--- config.mk ---
export PLATFORM = sky130hd
export DESIGN_NAME = legv8_branch_predictor
export DESIGN_NICKNAME = d
export VERILOG_FILES = /design/src/rtl/legv8_branch_predictor.sv
export SDC_FILE = /design/constraint.sdc
export NUM_CORES = 2
export LEC_CHECK = 0
export CAP_MARGIN = 5
export CORE_UTILIZATION = 50
export DETAILED_ROUTE_END_ITERATION = 16
export GPL_ROUTABILITY_DRIVEN = 0
export PLACE_DENSITY = 0.68
export SYNTH_ARGS = -nofsm -noshare
export SYNTH_HDL_FRONTEND = slang
export SYNTH_SLANG_ARGS = --single-unit
--- constraint.sdc ---
create_clock -name CLOCK -period 8.1 [get_ports CLOCK]
set_input_delay 0.81 -clock CLOCK [delete_from_list [all_inputs] [get_ports CLOCK]]
set_output_delay 0.81 -clock CLOCK [all_outputs]
set_load 0.05 [all_outputs]
--- src/rtl/legv8_branch_predictor.sv ---
// Dynamic branch predictor for the LEGv8 fetch stage: direct-mapped BTB plus a
// PHT of saturating counters, indexed bimodally (MODE 0) or via gshare (MODE 1).
module legv8_branch_predictor #(
  parameter int PC_WIDTH = 64,
  parameter int ENTRIES  = 16,
  parameter int CTR_BITS = 2,
  parameter int MODE     = 0,
  localparam int IDX_W   = $clog2(ENTRIES)
) (
  input  logic                CLOCK,
  input  logic                RESET,
  input  logic [PC_WIDTH-1:0] lookup_pc,
  output logic                pred_hit,
  output logic                pred_taken,
  output logic [PC_WIDTH-1:0] pred_target,
  output logic [IDX_W-1:0]    lookup_pht_idx,
  input  logic                update_valid,
  input  logic [PC_WIDTH-1:0] update_pc,
  input  logic                update_taken,
  input  logic [PC_WIDTH-1:0] update_target,
  input  logic [IDX_W-1:0]    update_pht_idx,
  input  logic                update_mispredict,
  output logic [31:0]         stat_updates,
  output logic [31:0]         stat_mispredicts
);

  localparam int TAG_W = PC_WIDTH - IDX_W - 2;
  localparam logic [CTR_BITS-1:0] CTR_INIT = CTR_BITS'((1 << (CTR_BITS - 1)) - 1);
  localparam logic [CTR_BITS-1:0] CTR_MAX  = '1;
  localparam logic [PC_WIDTH-1:0] PC_STEP  = PC_WIDTH'(4);

  function automatic logic [CTR_BITS-1:0] ctr_next(input logic [CTR_BITS-1:0] c,
                                                   input logic taken);
    if (taken) return (c == CTR_MAX) ? c : c + 1'b1;
    return (c == '0) ? c : c - 1'b1;
  endfunction

  function automatic logic [31:0] stat_inc(input logic [31:0] s);
    return (s == 32'hFFFF_FFFF) ? s : s + 32'd1;
  endfunction

  logic [ENTRIES-1:0]  valid_q, valid_d;
  logic [TAG_W-1:0]    tag_q    [ENTRIES];
  logic [TAG_W-1:0]    tag_d    [ENTRIES];
  logic [PC_WIDTH-1:0] target_q [ENTRIES];
  logic [PC_WIDTH-1:0] target_d [ENTRIES];
  logic [CTR_BITS-1:0] pht_q    [ENTRIES];
  logic [CTR_BITS-1:0] pht_d    [ENTRIES];
  logic [IDX_W-1:0]    ghr_q, ghr_d;
  logic [31:0]         stat_upd_q, stat_upd_d;
  logic [31:0]         stat_mis_q, stat_mis_d;

  logic [IDX_W-1:0] lk_idx, up_idx;
  logic [TAG_W-1:0] lk_tag, up_tag;
  logic             unused_pc_lsbs;

  assign lk_idx         = lookup_pc[IDX_W+1:2];
  assign lk_tag         = lookup_pc[PC_WIDTH-1:IDX_W+2];
  assign up_idx         = update_pc[IDX_W+1:2];
  assign up_tag         = update_pc[PC_WIDTH-1:IDX_W+2];
  assign unused_pc_lsbs = ^{lookup_pc[1:0], update_pc[1:0]};

  // Lookup reads only registered state, so a same-cycle update is not bypassed.
  always_comb begin
    lookup_pht_idx = (MODE == 1) ? (lk_idx ^ ghr_q) : lk_idx;
    pred_hit       = valid_q[lk_idx] && (tag_q[lk_idx] == lk_tag);
    pred_taken     = pred_hit && pht_q[lookup_pht_idx][CTR_BITS-1];
    pred_target    = pred_taken ? target_q[lk_idx] : lookup_pc + PC_STEP;
  end

  assign stat_updates     = stat_upd_q;
  assign stat_mispredicts = stat_mis_q;

  always_comb begin
    valid_d    = valid_q;
    tag_d      = tag_q;
    target_d   = target_q;
    pht_d      = pht_q;
    ghr_d      = ghr_q;
    stat_upd_d = stat_upd_q;
    stat_mis_d = stat_mis_q;
    if (update_valid) begin
      pht_d[update_pht_idx] = ctr_next(pht_q[update_pht_idx], update_taken);
      // A taken branch either refreshes a hit or (re)allocates over an alias;
      // both cases write the same valid/tag/target fields.
      if (update_taken) begin
        valid_d[up_idx]  = 1'b1;
        tag_d[up_idx]    = up_tag;
        target_d[up_idx] = update_target;
      end
      ghr_d      = (MODE == 1) ? {ghr_q[IDX_W-2:0], update_taken} : '0;
      stat_upd_d = stat_inc(stat_upd_q);
      if (update_mispredict) stat_mis_d = stat_inc(stat_mis_q);
    end
  end

  always_ff @(posedge CLOCK or negedge RESET) begin
    if (!RESET) begin
      valid_q    <= '0;
      ghr_q      <= '0;
      stat_upd_q <= '0;
      stat_mis_q <= '0;
      for (int i = 0; i < ENTRIES; i++) pht_q[i] <= CTR_INIT;
    end else begin
      valid_q    <= valid_d;
      ghr_q      <= ghr_d;
      stat_upd_q <= stat_upd_d;
      stat_mis_q <= stat_mis_d;
      pht_q      <= pht_d;
    end
  end

  // Tag and target are qualified by valid_q, so they carry no reset.
  always_ff @(posedge CLOCK) begin
    tag_q    <= tag_d;
    target_q <= target_d;
  end

endmodule

Yosys cells after proc, flatten, opt, wreduce, memory -nomap -nowiden

Cells that the tools add are included.

Register bits: 2064
Bits of input ports: 201
Output and inout bits: 134
Word-level logic and storage cells: 116

Add/sub/neg operators: 5
Order comparisons: 8
Equality and inequality tests: 4
Muxes and demuxes: 33
Bitwise gates (word level): 6
Reductions and logical operators: 9

Operators with widths:

| operator                | count |
|---|---|
| $bwmux W1024            | 1 |
| $bwmux W928             | 1 |
| $bmux W64 S4            | 1 |
| $demux W64 S4           | 1 |
| $mux W64                | 4 |
| $bmux W58 S4            | 1 |
| $demux W58 S4           | 1 |
| $mux W58                | 3 |
| $add A32 B1 Y32 const B | 2 |
| $add A64 B3 Y64 const B | 1 |
| $eq A32 B32 Y1 const B  | 2 |
| $eq A58 B58 Y1          | 1 |
| $bwmux W32              | 1 |
| $mux W2                 | 10 |
| $bmux W2 S4             | 2 |
| $or A16 B16 Y16         | 1 |
| $ge A5 B5 Y1 const B    | 3 |
| $not A4 Y5              | 3 |
| $lt A4 B5 Y1 const B    | 2 |
| $lt A5 B1 Y1 const B    | 2 |
| $demux W2 S4            | 1 |
| $logic_and A1 B1 Y1     | 5 |
| $bmux W1 S4             | 1 |
| $demux W1 S4            | 1 |
| 9 further kinds         | 14 |

Depth between registers and ports, before layout

Depth in word-level cells: 10
Mapped depth: 18
Depth with buffers taken out: 10

Least setup slack after synthesis

Ideal clock, no wire load.

Path kind: in2reg
Start point: input port update_valid
End point: register valid_q[0]
Library setup time: 0.118 ns
Arrival time: 10.589 ns
Setup slack: -2.607 ns
Stages: 5
Path through: clkbuf_1 nand2_1 or3_1 nor3_1 or2_2

Longest elaborated chain between the ends: 1

Ends and longest elaborated chain:

| what                        | RTL line | RTL |
|---|---|---|
| start: declaration          | 17       | `input logic update_valid,` |
| $reduce_and A2 Y1 (no line) | --       |  |
| end signal: assignment      | 105      | `valid_q <= valid_d;` |
| end: declaration            | 42       | `logic [ENTRIES-1:0] valid_q, valid_d;` |

Every way passes these cells.
A chain may end at the register's enable or synchronous reset.

Worst setup path in the final report

Start point: input port lookup_pc[2]
End point: output port pred_target[37]

Longest elaborated chain between the ends: 8
Elaborated cells on any way between the ends: 17
Classes of those cells: add/sub: 1; eq/ne: 1; mux: 12; bitwise: 1; reduce/logical: 2

Ends and longest elaborated chain:

| what                                         | RTL line   | RTL |
|---|---|---|
| start: declaration                           | 12         | `input logic [PC_WIDTH-1:0] lookup_pc,` |
| $not A4 Y5 (not written as such)             | 66, 67, 68 |  |
| $bmux W58 S4                                 | 66         | `pred_hit = valid_q[lk_idx] && (tag_q[lk_idx] == lk_tag);` |
| $mux W58 (not written as such) (2 in series) | 66         |  |
| $eq A58 B58 Y1                               | 66         |  |
| $logic_and A1 B1 Y1                          | 66         |  |
| $logic_and A1 B1 Y1                          | 67         | `pred_taken = pred_hit && pht_q[lookup_pht_idx][CTR_BITS-1];` |
| $mux W64 (*)                                 | 68         | `pred_target = pred_taken ? target_q[lk_idx] : lookup_pc + PC_STEP;` |
| end: declaration                             | 15         | `output logic [PC_WIDTH-1:0] pred_target,` |

Mark *: on every way between the ends. The rest lies on a longest branch, timed or not. The select of a mux whose other input is x is not followed.

==> flow_results.xml <==
<?xml version="1.0" encoding="UTF-8"?>
<metrics>
  <group name="outcome">
    <metric name="run_status" unit="">completed</metric>
  </group>
  <group name="floorplanning">
    <metric name="placeableCoreArea" unit="mm2">0.165</metric>
    <metric name="die_area" unit="mm2">0.167</metric>
    <metric name="initial_utilization" unit="">0.503</metric>
    <metric name="die_x" unit="um">409</metric>
    <metric name="std_cell_rows" unit="">149</metric>
    <metric name="chipHeight" unit="um">409</metric>
    <metric name="design.portCount" unit="">335</metric>
  </group>
  <group name="clocking">
    <metric name="cts.clk_slew.worst_paths" unit="ps">50</metric>
    <metric name="cts.path.max_buffers" unit="">3</metric>
    <metric name="cts_made_buffers" unit="">205</metric>
    <metric name="cts_hold_bufs" unit="">1</metric>
    <metric name="post-cts-setup-buffer-count" unit="">0</metric>
    <metric name="clock_latency" unit="ps">850</metric>
    <metric name="clock_tree.htree_level_count" unit="">4</metric>
    <metric name="ctsResizeCount" unit="">0</metric>
    <metric name="cts_root_buf" unit="">sky130_fd_sc_hd__clkbuf_16</metric>
    <metric name="cts_tree" unit="">yes</metric>
    <metric name="cts_sinks" unit="">2064</metric>
  </group>
  <group name="placed_design">
    <metric name="port_buffers" unit="">332</metric>
    <metric name="placed_area" unit="mm2">0.0895</metric>
    <metric name="dp.final_hpwl" unit="mm">132</metric>
  </group>
  <group name="job">
    <metric name="max_cap_violations" unit="">0</metric>
  </group>
  <group name="timing">
    <metric name="worst_pin_slew" unit="ps">1090</metric>
    <metric name="hold_violations" unit="">0</metric>
    <metric name="finalSetupViolCount" unit="">0</metric>
    <metric name="final_max_slew_viol_count" unit="">0</metric>
    <metric name="timing.clock.skew" unit="ps">11.8</metric>
    <metric name="timing.hold.ws" unit="ps">466</metric>
    <metric name="fin_tns_setup" unit="ps">0</metric>
    <metric name="timing.fmax" unit="GHz">0.142</metric>
    <metric name="grt_setup_unrepaired" unit="">false</metric>
    <metric name="final_min_period_over_clock_period" unit="">0.869</metric>
    <metric name="finalWorstPathRequiredPeriod" unit="ps">7030</metric>
    <metric name="maxSlewHeadroom" unit="">0.265</metric>
  </group>
  <group name="worst_setup_path">
    <metric name="slowest_delay" unit="ps">830</metric>
    <metric name="cp.buffers_inverters" unit="">5</metric>
    <metric name="critical_path_peak_fanout" unit="">48</metric>
    <metric name="critical_path.cell_chain" unit="">buf_8 &gt; buf_12 &gt; mux4_2 &gt; mux2i_1 &gt; xnor2_1 &gt; nand2_1 &gt; o32ai_1 &gt; inv_1 &gt; nor4_2 &gt; nand3_4 &gt; buf_4 &gt; a21oi_1 &gt; buf_12</metric>
    <metric name="cell_family_with_most_cp_delay" unit="">buffers and inverters</metric>
    <metric name="end_kind" unit="">output port</metric>
    <metric name="critPathKind" unit="">in2out</metric>
    <metric name="worstPathArrival" unit="ps">6220</metric>
    <metric name="start_kind" unit="">primary input</metric>
    <metric name="critPathRequiredTime" unit="ps">7290</metric>
    <metric name="critPathMostFrequentCell" unit="">sky130_fd_sc_hd__buf_12</metric>
    <metric name="cell_with_the_biggest_individual_delay_on_the_critical_path" unit="">sky130_fd_sc_hd__o32ai_1</metric>
  </group>
  <group name="logic_synthesis">
    <metric name="mappedNetlistNets" unit="">4212</metric>
    <metric name="synth.distinct_cells" unit="">79</metric>
    <metric name="postSynth.topFlopCell" unit="">sky130_fd_sc_hd__edfxtp_1</metric>
    <metric name="synth_area_per_cell" unit="um2">20.7</metric>
    <metric name="synthArstFlopShare" unit="">0.0543</metric>
    <metric name="netlist_top_cells_area" unit="">sky130_fd_sc_hd__edfxtp_1 71%, sky130_fd_sc_hd__mux4_2 14%, sky130_fd_sc_hd__dfrtp_1 2.9%</metric>
    <metric name="yosysWarningCount" unit="">0</metric>
    <metric name="postSynthRegisterBits" unit="">2064</metric>
    <metric name="syn-instance-count" unit="">4008</metric>
    <metric name="synth-adder-area-share" unit="">0.000694</metric>
    <metric name="synth_top_area_share" unit="">0.707</metric>
    <metric name="synth_compound_gate_area_share" unit="">0.0223</metric>
    <metric name="synthDominantAreaCellType" unit="">sky130_fd_sc_hd__edfxtp_1</metric>
    <metric name="parity_gate_share_of_the_synthesized_area_counting_xor_and_xnor_cells" unit="">0.0174</metric>
    <metric name="post-synth-top-count-cell" unit="">sky130_fd_sc_hd__edfxtp_1</metric>
    <metric name="synth.mux.area_fraction" unit="">0.170</metric>
    <metric name="ys_seq_area_frac" unit="">0.741</metric>
    <metric name="synth_commonest_cells" unit="">1,952 x sky130_fd_sc_hd__edfxtp_1, 526 x sky130_fd_sc_hd__mux4_2, 175 x sky130_fd_sc_hd__mux2i_1</metric>
    <metric name="synth_top_family_by_area" unit="">multiplexers</metric>
    <metric name="post_synth_edffs" unit="">1952</metric>
    <metric name="yosys.area_share.simple" unit="">0.0309</metric>
    <metric name="netlist_area" unit="mm2">0.0829</metric>
  </group>
  <group name="layout">
    <metric name="n_fill_cell" unit="">12000</metric>
    <metric name="num-nets-final" unit="">4645</metric>
    <metric name="design_area" unit="mm2">0.0961</metric>
    <metric name="synthToLayoutAreaGrowth" unit="%">15.9</metric>
    <metric name="final_layout_size_suffix_gt1_frac" unit="">0.237</metric>
  </group>
  <group name="routing">
    <metric name="wl" unit="mm">225</metric>
    <metric name="drtPass1Iterations" unit="">8</metric>
    <metric name="dr.first_iter.drc_count" unit="">6138</metric>
    <metric name="routedWlPerCell" unit="um">33.1</metric>
    <metric name="drc" unit="">0</metric>
    <metric name="number_of_vias_after_detailed_routing" unit="">43500</metric>
    <metric name="viasPerCell" unit="">6.38</metric>
    <metric name="antenna_left" unit="">0</metric>
  </group>
  <group name="grt">
    <metric name="grt_use_met2" unit="">0.404</metric>
    <metric name="track_usage" unit="">0.269</metric>
    <metric name="first_global_vias" unit="">42500</metric>
    <metric name="antenna_found_initial" unit="">33</metric>
    <metric name="largest_net_degree_at_the_start_of_global_routing" unit="">99</metric>
    <metric name="grtUsageMet3" unit="">0.0737</metric>
    <metric name="wire_length_of_the_first_global_routing_pass" unit="mm">318</metric>
    <metric name="gr-total-overflow" unit="">0</metric>
    <metric name="globalRoute.busiestLayer" unit="">met2</metric>
    <metric name="globalRouteMet1Util" unit="">0.387</metric>
  </group>
  <group name="min_path">
    <metric name="worstHoldPathType" unit="">reg2reg</metric>
  </group>
  <group name="pwr">
    <metric name="cell_internal_pwr" unit="mW">17.9</metric>
    <metric name="power_frac_clock" unit="">0.401</metric>
    <metric name="power_frac_comb" unit="">0.080</metric>
    <metric name="p_seq_frac" unit="">0.518</metric>
    <metric name="power.switching" unit="mW">5.29</metric>
    <metric name="max-vdd-ir-drop" unit="mV">0.230</metric>
    <metric name="power.leakage" unit="nW">31.1</metric>
    <metric name="switching_share" unit="">0.228</metric>
    <metric name="powerDensity" unit="mW/mm2">242</metric>
  </group>
</metrics>
[registers in the layout, indices dropped and copies added, names as in the netlist]
signal / flops
target_q: 1024
tag_q: 928
pht_q: 32
stat_mispredicts: 32
stat_updates: 32
valid_q: 16
[cells by family after synthesis]
| kind of cell | Yosys count |
|---|---|
| AOI/OAI and AO/OA | 264 |
| DFF | 2064 |
| muxes | 748 |
| xor gates and xnor gates | 165 |
| buffers and inverters | 248 |
| and+or+nand+nor | 514 |
| adders and majority gates | 5 |
[path summary, 6_finish.rpt]
check,startpoint,to,slack (ps),cells past startpoint
max reg2reg,stat_mispredicts[12],stat_mispredicts[31],4910,11
min reg2reg,valid_q[3],valid_q[3],470,1
max,lookup_pc[2],pred_target[37],1070,13
min,valid_q[3],valid_q[3],470,1
min in group asynchronous,RESET,stat_mispredicts[19],490,2
max in group asynchronous,RESET,stat_mispredicts[16],6280,3
[stage by stage]
stage | std cells | util | total power [mW] | worst slack, ps
2_1_floorplan | 4008 | - | 13.3 | 788
3_3_place_gp | 6422 | 0.543 | 14.1 | 1270
3_5_place_dp | 6422 | 0.543 | 14.1 | 1230
4_1_cts | 6803 | 0.583 | 23.3 | 1180
5_1_grt | 6807 | 0.583 | 23.8 | 941
6_report | 6815 | 0.583 | 23.2 | 1070
[power groups by stage]
stage	clock [mW]	sequential (mW)	combinational, mW
after global routing	9.83	12.1	1.94
after CTS	9.44	12.0	1.86
after detailed placement	0	12.3	1.85
final	9.32	12.0	1.86
after global placement	0	12.2	1.83
after floorplan	0	12.3	0.965
[cell usage in the layout (no fill, tap or decap), types with 18 or more instances in the layout]
cell                              instances
sky130_fd_sc_hd__mux2_2                  43
sky130_fd_sc_hd__o22ai_1                 24
sky130_fd_sc_hd__clkdlybuf4s50_1        262
sky130_fd_sc_hd__and3_1                  22
sky130_fd_sc_hd__nor2_1                 145
sky130_fd_sc_hd__nand3_1                 53
sky130_fd_sc_hd__a22o_1                  19
sky130_fd_sc_hd__mux2i_1                175
sky130_fd_sc_hd__a22oi_1                 34
sky130_fd_sc_hd__buf_4                   82
sky130_fd_sc_hd__a21oi_1                 66
sky130_fd_sc_hd__edfxtp_1              1952
sky130_fd_sc_hd__clkinv_2                38
sky130_fd_sc_hd__inv_1                   42
sky130_fd_sc_hd__or2_2                   18
sky130_fd_sc_hd__nand2_1                106
sky130_fd_sc_hd__clkbuf_16              208
sky130_fd_sc_hd__mux4_2                 526
sky130_fd_sc_hd__clkbuf_1                36
sky130_fd_sc_hd__dfrtp_1                 96
sky130_fd_sc_hd__o21ai_0                 31
sky130_fd_sc_hd__nand4_1                 44
sky130_fd_sc_hd__nor3_1                  20
sky130_fd_sc_hd__clkinv_1                54
sky130_fd_sc_hd__xnor2_1                130
sky130_fd_sc_hd__xor2_1                  35
sky130_fd_sc_hd__buf_12                  81
[cell type report]
cell class | count | area, um2 | area share
Timing Repair Buffer | 429 | 4910 | 0.0512
Inverter | 45 | 179 | 0.00186
Clock inverter | 133 | 1210 | 0.0126
Clock buffer | 247 | 5380 | 0.0560
Multi-Input combinational cell | 1696 | 20200 | 0.210
Antenna cell | 12 | 30.0 | 0.000313
Sequential cell | 2064 | 61400 | 0.639
Tap cell | 2189 | 2740 | 0.0285
[metal layers]
| metal | part of all wire | wire, um | vias up |
|---|---|---|---|
| li1 | - | - | 17500 |
| met1 | 0.39 | 88800 | 23000 |
| met2 | 0.46 | 103000 | 2528 |
| met3 | 0.12 | 26100 | 449 |
| met4 | 0.031 | 6900 | 36 |
| met5 | 0.00098 | 221 | - |
Note: power is estimated with default switching activity, not from simulation.
